==> config.mk <==
export PLATFORM = sky130hd
export DESIGN_NAME = mac_array_seq
export DESIGN_NICKNAME = d
export VERILOG_FILES = /design/src/rtl/mac_array_seq.sv
export SDC_FILE = /design/constraint.sdc
export NUM_CORES = 1
export LEC_CHECK = 0
export CORE_AREA = 2 2 46 48
export DETAILED_ROUTE_END_ITERATION = 16
export DIE_AREA = 0 0 48 50
export PLACE_DENSITY = 0.78
export SLEW_MARGIN = 15
export SYNTH_ARGS = -nofsm -noshare
export SYNTH_HDL_FRONTEND = slang
export SYNTH_SLANG_ARGS = --single-unit
==> constraint.sdc <==
create_clock -name clk -period 3.54 [get_ports clk]
set_input_delay 0.708 -clock clk [delete_from_list [all_inputs] [get_ports clk]]
set_output_delay 0.708 -clock clk [all_outputs]
set_load 0.05 [all_outputs]
==> src/rtl/mac_array_seq.sv <==
// rtl/mac_array_seq.sv - WS/OS MAC array pass sequencer; optional stall counter under SEQ_STALL_CNT_EN
module mac_array_seq #(
    parameter int row      = 8,
    parameter int col      = 8,
    parameter int k_size   = 9,
    parameter int input_ch = 3,
    parameter int bw_cnt   = 5
) (
    input  logic       clk,
    input  logic       reset,
    input  logic       start,
    input  logic       mode,
    input  logic       l0_empty,
    input  logic       ififo_empty,
    input  logic       ofifo_full,
    input  logic       os_valid,
    output logic       toggle,
    output logic [1:0] inst_w,
    output logic       l0_rd,
    output logic       ififo_rd,
    output logic       ofifo_wr,
    output logic       busy,
    output logic       done
`ifdef SEQ_STALL_CNT_EN
    ,
    output logic [15:0] stall_cnt
`endif
);

    typedef enum logic [2:0] {IDLE, LOAD, EXEC, DRAIN, DONE} state_t;

    // Terminal counts: the counter value on the last beat of each phase.
    localparam logic [bw_cnt-1:0] LOAD_LAST    = bw_cnt'(row - 1);
    localparam logic [bw_cnt-1:0] WS_EXEC_LAST = bw_cnt'(k_size - 1);
    localparam logic [bw_cnt-1:0] OS_EXEC_LAST = bw_cnt'(k_size * input_ch - 1);
    localparam logic [bw_cnt-1:0] SKEW_LAST    = bw_cnt'(row + col - 2);
    localparam logic [bw_cnt-1:0] COL_LAST     = bw_cnt'(col - 1);

    state_t            state_q, state_d;
    logic [bw_cnt-1:0] cnt_q, cnt_d;
    // DRAIN has two sub-phases: waiting (skew or os_valid) then writing out.
    logic              wr_phase_q, wr_phase_d;
    logic              toggle_q, toggle_d;
    logic [1:0]        inst_w_q, inst_w_d;
    logic              l0_rd_q, l0_rd_d;
    logic              ififo_rd_q, ififo_rd_d;
    logic              ofifo_wr_q, ofifo_wr_d;
    logic              busy_q, busy_d;
    logic              done_q, done_d;
    logic              beat_ok;

    // Next-state, counter and next-cycle output decisions.
    always_comb begin
        state_d    = state_q;
        cnt_d      = cnt_q;
        wr_phase_d = wr_phase_q;
        toggle_d   = toggle_q;
        inst_w_d   = 2'b00;
        l0_rd_d    = 1'b0;
        ififo_rd_d = 1'b0;
        ofifo_wr_d = 1'b0;
        done_d     = 1'b0;
        beat_ok    = 1'b0;
        case (state_q)
            IDLE: begin
                // busy_q is still high the cycle the done pulse is shown; drop starts then too.
                if (start && !busy_q) begin
                    toggle_d   = mode;
                    cnt_d      = '0;
                    wr_phase_d = 1'b0;
                    state_d    = mode ? EXEC : LOAD;
                end
            end
            LOAD: begin
                if (!l0_empty) begin
                    inst_w_d = 2'b01;
                    l0_rd_d  = 1'b1;
                    if (cnt_q == LOAD_LAST) begin
                        cnt_d   = '0;
                        state_d = EXEC;
                    end else begin
                        cnt_d = cnt_q + 1'b1;
                    end
                end
            end
            EXEC: begin
                beat_ok = !l0_empty && (!toggle_q || !ififo_empty);
                if (beat_ok) begin
                    inst_w_d   = 2'b10;
                    l0_rd_d    = 1'b1;
                    ififo_rd_d = toggle_q;
                    if (cnt_q == (toggle_q ? OS_EXEC_LAST : WS_EXEC_LAST)) begin
                        cnt_d      = '0;
                        wr_phase_d = 1'b0;
                        state_d    = DRAIN;
                    end else begin
                        cnt_d = cnt_q + 1'b1;
                    end
                end
            end
            DRAIN: begin
                if (!wr_phase_q) begin
                    if (toggle_q) begin
                        if (os_valid) begin
                            wr_phase_d = 1'b1;
                        end
                    end else if (cnt_q == SKEW_LAST) begin
                        cnt_d      = '0;
                        wr_phase_d = 1'b1;
                    end else begin
                        cnt_d = cnt_q + 1'b1;
                    end
                end else if (!ofifo_full) begin
                    ofifo_wr_d = 1'b1;
                    if (cnt_q == COL_LAST) begin
                        cnt_d      = '0;
                        wr_phase_d = 1'b0;
                        state_d    = DONE;
                    end else begin
                        cnt_d = cnt_q + 1'b1;
                    end
                end
            end
            DONE: begin
                done_d  = 1'b1;
                cnt_d   = '0;
                state_d = IDLE;
            end
            default: begin
                cnt_d   = '0;
                state_d = IDLE;
            end
        endcase
        // Busy covers the done pulse cycle so the pass reads as one contiguous window.
        busy_d = (state_d != IDLE) || (state_q == DONE);
    end

    // State and registered outputs; reset abandons any pass in flight.
    always_ff @(posedge clk or negedge reset) begin
        if (!reset) begin
            state_q    <= IDLE;
            cnt_q      <= '0;
            wr_phase_q <= 1'b0;
            toggle_q   <= 1'b0;
            inst_w_q   <= 2'b00;
            l0_rd_q    <= 1'b0;
            ififo_rd_q <= 1'b0;
            ofifo_wr_q <= 1'b0;
            busy_q     <= 1'b0;
            done_q     <= 1'b0;
        end else begin
            state_q    <= state_d;
            cnt_q      <= cnt_d;
            wr_phase_q <= wr_phase_d;
            toggle_q   <= toggle_d;
            inst_w_q   <= inst_w_d;
            l0_rd_q    <= l0_rd_d;
            ififo_rd_q <= ififo_rd_d;
            ofifo_wr_q <= ofifo_wr_d;
            busy_q     <= busy_d;
            done_q     <= done_d;
        end
    end

    assign toggle   = toggle_q;
    assign inst_w   = inst_w_q;
    assign l0_rd    = l0_rd_q;
    assign ififo_rd = ififo_rd_q;
    assign ofifo_wr = ofifo_wr_q;
    assign busy     = busy_q;
    assign done     = done_q;

`ifdef SEQ_STALL_CNT_EN
    logic        stall_w;
    logic        accept_w;
    logic [15:0] stall_cnt_q;

    // A stall is a cycle whose required source is empty or whose output sink is full.
    assign stall_w = ((state_q == LOAD) && l0_empty) ||
                     ((state_q == EXEC) && (l0_empty || (toggle_q && ififo_empty))) ||
                     ((state_q == DRAIN) && wr_phase_q && ofifo_full);
    assign accept_w = (state_q == IDLE) && start && !busy_q;

    // Saturating stall counter, restarted by each accepted pass.
    always_ff @(posedge clk or negedge reset) begin
        if (!reset) begin
            stall_cnt_q <= 16'h0000;
        end else if (accept_w) begin
            stall_cnt_q <= 16'h0000;
        end else if (stall_w && (stall_cnt_q != 16'hFFFF)) begin
            stall_cnt_q <= stall_cnt_q + 16'h0001;
        end
    end

    assign stall_cnt = stall_cnt_q;
`endif

endmodule

### Word level (Yosys, flattened, before mapping)

Cells that the tools add are included.

| word-level totals | value |
|---|---|
| input bits | 8 |
| output and inout bits | 8 |
| flip-flop bits (word level) | 17 |

| cells by class | value |
|---|---|
| muxes and demuxes | 43 |
| $add $sub $neg | 1 |
| eq/ne operators | 13 |
| reduce and logical (&&, ||, !) cells | 14 |

Operators by type and width:

| kind | number |
|---|---|
| two-way mux 5 bit | 10 |
| two-way mux 3 bit | 8 |
| one-hot mux 5 bit (4 select lines) | 1 |
| two-way mux 1 bit | 18 |
| one-hot mux 3 bit (4 select lines) | 1 |
| inequality test 2 bit (second input constant) | 4 |
| equality test 3 x 2 -> 1 bit (second input constant) | 2 |
| inequality test 3 bit (second input constant) | 2 |
| nonzero test 3 bit | 2 |
| adder 5 x 1 -> 5 bit (second input constant) | 1 |
| equality test 5 x 3 -> 1 bit (second input constant) | 1 |
| equality test 5 x 4 -> 1 bit (second input constant) | 1 |
| equality test 5 bit | 1 |
| AND reduction 5 bit | 1 |
| zero test 1 bit | 4 |
| two-way mux 2 bit | 2 |
| one-hot mux 2 bit (2 select lines) | 1 |
| AND reduction 4 bit | 1 |
| equality test 3 x 1 -> 1 bit (second input constant) | 1 |
| equality test 3 bit (second input constant) | 1 |
| zero test 3 bit | 1 |
| one-hot mux 1 bit (3 select lines) | 1 |
| logical AND 1 bit | 2 |
| logical OR 1 bit | 2 |
| other kinds (2) | 2 |

### Logic depth before layout (Yosys ltp)

| logic depth | value |
|---|---|
| depth in word-level cells | 7 |
| gate-level depth with buffers | 7 |

### Least setup slack after synthesis

No wires, ideal clock.

| timing | value |
|---|---|
| path kind | register -> register |
| from | reg toggle_q, in the netlist toggle |
| to | reg cnt_q[3] |
| buffers on the path | 0 |
| setup time | 87 ps |
| cell stages (with the launch flop) | 6 |
| arrival | 1,846 ps |
| setup slack | 1,608 ps |
| clock period less this slack | 1,932 ps |
| cells stage by stage | dfrtp_1 and3_1 o211ai_1 o221ai_2 or4_1 o211ai_1 |

| on the way | value |
|---|---|
| cells in the longest elaborated chain, start to end | 5 |
| elaborated cells on any way between the ends | 11 |
| classes of those cells | eq/ne (3); mux (4); reduce/logical (4) |

RTL lines:

| what | line | source |
|---|---|---|
| start: declaration | 43 | `logic toggle_q, toggle_d;` |
| start signal: assignment | 155 | `toggle_q <= toggle_d;` |
| two-way mux 5 bit / zero test 1 bit (equally long branches) | 92, 87 |  |
| equality test 5 bit / logical OR 1 bit (equally long branches) | 92, 87 |  |
| two-way mux 5 bit / logical AND 1 bit (equally long branches) | 92, 87 |  |
| two-way mux 5 bit / inequality test 2 bit (equally long branches) | -- |  |
| one-hot mux 5 bit (4 select lines) / AND reduction 5 bit (equally long branches) | -- |  |
| end signal: assignment | 153 | `cnt_q <= cnt_d;` |
| end: declaration | 40 | `logic [bw_cnt-1:0] cnt_q, cnt_d;` |

Parallel ways exist; a longest one is shown, timed or not. The select of a mux whose other input is x is not followed.
A chain may end at the register's enable or synchronous reset.

### Final worst setup path

| timing | value |
|---|---|
| from | reg toggle_q, in the netlist toggle |
| to | out toggle |

RTL lines:

| what | line | source |
|---|---|---|
| end: declaration | 17 | `output logic toggle,` |

No word-level cell between the ends.

==> impl_metrics.ini <==
[status]
status = finished, final reports clean

[layout]
n_antenna_cell = 0
final_nets = 126
post_route_cells_drive_above_1_share_pct = 10.43
layout_commonest_cell = dfrtp_1
final_cell_mix = dfrtp_1 (17), clkdlybuf4s50_1 (15), nand2_1 (9)
stdcell_area_mm2 = 0.001156
area_delta_synth_final_pct = 18.16

[die]
initial_utilization_pct = 51.45
fp.coreArea_mm2 = 0.001902
dieHeight_um = 50
die_area_mm2 = 0.002400
io_pins = 16
std_cell_rows = 16
die_x_um = 48

[cts]
post-cts-setup-buffer-count = 0
cts_tree = done
cts_buffers = 3
clock_latency_ns = 0.29
cts_resized = 0
cts_max_level = 1
cts_buffer_depth = 2
root_buffer = clkbuf_4
cts_hold_buf = 0
clock-sinks = 17
path_clk_slew_ns = 0.10

[drt]
drcViolationCount = 0
drt-initial-drc-count = 24
first_pass_iters = 5
num_vias = 808
routed_via_density = 5.690
wl_per_cell_um = 15.07
finalWirelength_um = 2140
antenna_left = 0

[hold_path]
min_path_type = flop to flop

[synth]
synth.distinct_cells = 39
syn_area_um2 = 978.4
ys_warn_count = 0
syn_area_per_cell_um2 = 9.688
seq_area_frac_synth_pct = 43.48
synth_nets = 111
netlist_instances = 101
synth_seq_cells = 17

[global_route]
grt_pass1_wl_um = 3643
grtUsageTotal_pct = 21.36
antenna_found_initial = 0
grt_max_degree = 18
grt_pass1_vias = 812
grt-ovfl-total = 0

[place]
gp_congestion = 0.9071
hpwlAfterDp_um = 1593
dpl_cell_area_mm2 = 0.001130
io_buffers = 15

[worst_setup_path]
cp-end-kind = primary output
crit_fanout = 9
required_ns = 2.83
crit_family = buffers and inverters
path_class = flop to primary output
cp-start-kind = flop
worstPathArrival_ns = 1.67
crit_chain = clkdlybuf4s50_1
slowest_stage = clkdlybuf4s50_1
slowest_delay_ns = 0.86
path_buf_inv = 1

[timing]
slew_violations = 0
finalSetupViolCount = 0
clock.fmax_mhz = 420.2
fin_skew_ns = 0.006253
period_needed_ns = 2.380
tightest_slew_ns = 0.7654
relSlewSlack_pct = 48.81
fin_setup_tns_ns = 0
post-route-period-util_pct = 67.22
finalHoldViolations = 0
rsz0062_at_grt = false

[job]
max_cap_viol_count = 0

[power_and_ir_drop]
ir_drop_uv = 507.1
power_density_mw_per_mm2 = 729.3
p_leak_nw = 0.4763
[cell families (layout without fill, tap and decap cells)]
kind of cell	Yosys count	after routing	share of synthesized area (%)
buffers and inverters	10	24	5.499
adder cells (fa/ha/maj)	2	2	2.557
AND/OR/NAND/NOR	44	44	25.83
multiplexers	2	2	2.174
flip-flops	17	17	43.48
AO/OA/AOI/OAI	26	26	20.46
[layer usage]
metal  global-route usage (%)  up-vias  routed length (um)
li1                         -      395                   -
met1                    26.27      391                 953
met2                    35.33       18                1079
met3                    4.762        4                  70
met4                    7.207        0                  37
met5                        0        -                   0
[worst paths after layout]
path | start | to | slack (ns) | cells past startpoint
min reg2reg | cnt_q[4] | cnt_q[4] | 0.60 | 1
min in group asynchronous | reset | l0_rd | 0.85 | 1
max reg2reg | cnt_q[0] | cnt_q[3] | 1.53 | 6
min | cnt_q[4] | cnt_q[4] | 0.60 | 1
max in group asynchronous | reset | done | 2.21 | 1
max | toggle | toggle | 1.16 | 1
[final cells by class]
cell class                 instances  area [um^2]
inverter                           5        21.27
sequential                        17        425.4
tap                               27        33.78
fill                             161        745.7
multi-input combinational         74        499.2
clock buffer                       4        26.28
timing repair buffer              15        150.1
[cell usage after synthesis, drive strengths merged]
cell,count,area [um^2]
a211o,1,17.52
a21boi,1,7.510
a21oi,5,25.02
a221o,1,10.01
a22oi,2,15.01
a2bb2oi,2,17.52
and2,1,6.260
and3,1,6.260
and4bb,1,12.51
buf,4,28.78
clkbuf,1,3.750
dfrtp,17,425.4
ha,2,25.02
inv,5,21.27
mux2,1,11.26
mux2i,1,10.01
nand2,9,33.78
nand2b,5,31.28
nand3,2,10.01
nand3b,5,37.54
nand4b,1,8.760
nor2,6,22.52
nor3,4,20.02
nor3b,2,15.01
nor4b,1,8.760
o211ai,2,15.01
o21a,2,15.01
o21ai,5,28.78
o221ai,1,15.01
o31a,1,8.760
o31ai,2,15.01
o32a,1,10.01
or2,4,25.03
or4,2,15.01
[through the flow]
step | hold slack, ns | std cells | total power (W) | worst slack [ns] | util, %
floorplan | 0.4124 | 101 | 0.0006413 | 1.608 | -
global placement | 0.5619 | 138 | 0.0007271 | 1.141 | 59.41
detailed placement | 0.5890 | 138 | 0.0007427 | 1.095 | 59.41
CTS | 0.6084 | 142 | 0.0008462 | 1.162 | 60.79
global route | 0.6489 | 142 | 0.0009115 | 1.110 | 60.79
finish | 0.6045 | 142 | 0.0008432 | 1.160 | 60.79
[report_power, final]
group | total (W) | internal, W | switching [W] | leakage [nW]
registers | 0.000344 | 0.000252 | 0.0000915 | 0.205
clock network | 0.000107 | 0.0000439 | 0.0000630 | 0.0150
logic | 0.000393 | 0.000175 | 0.000218 | 0.256
total | 0.000843 | 0.000471 | 0.000373 | 0.476
[flip-flops by register name (all words and copies together), names as in the netlist]
signal / count
ififo_rd: 1
ofifo_wr: 1
l0_rd: 1
state_q: 3
busy: 1
toggle: 1
done: 1
cnt_q: 5
wr_phase_q: 1
inst_w: 2
(Power assumes the default switching activity.)
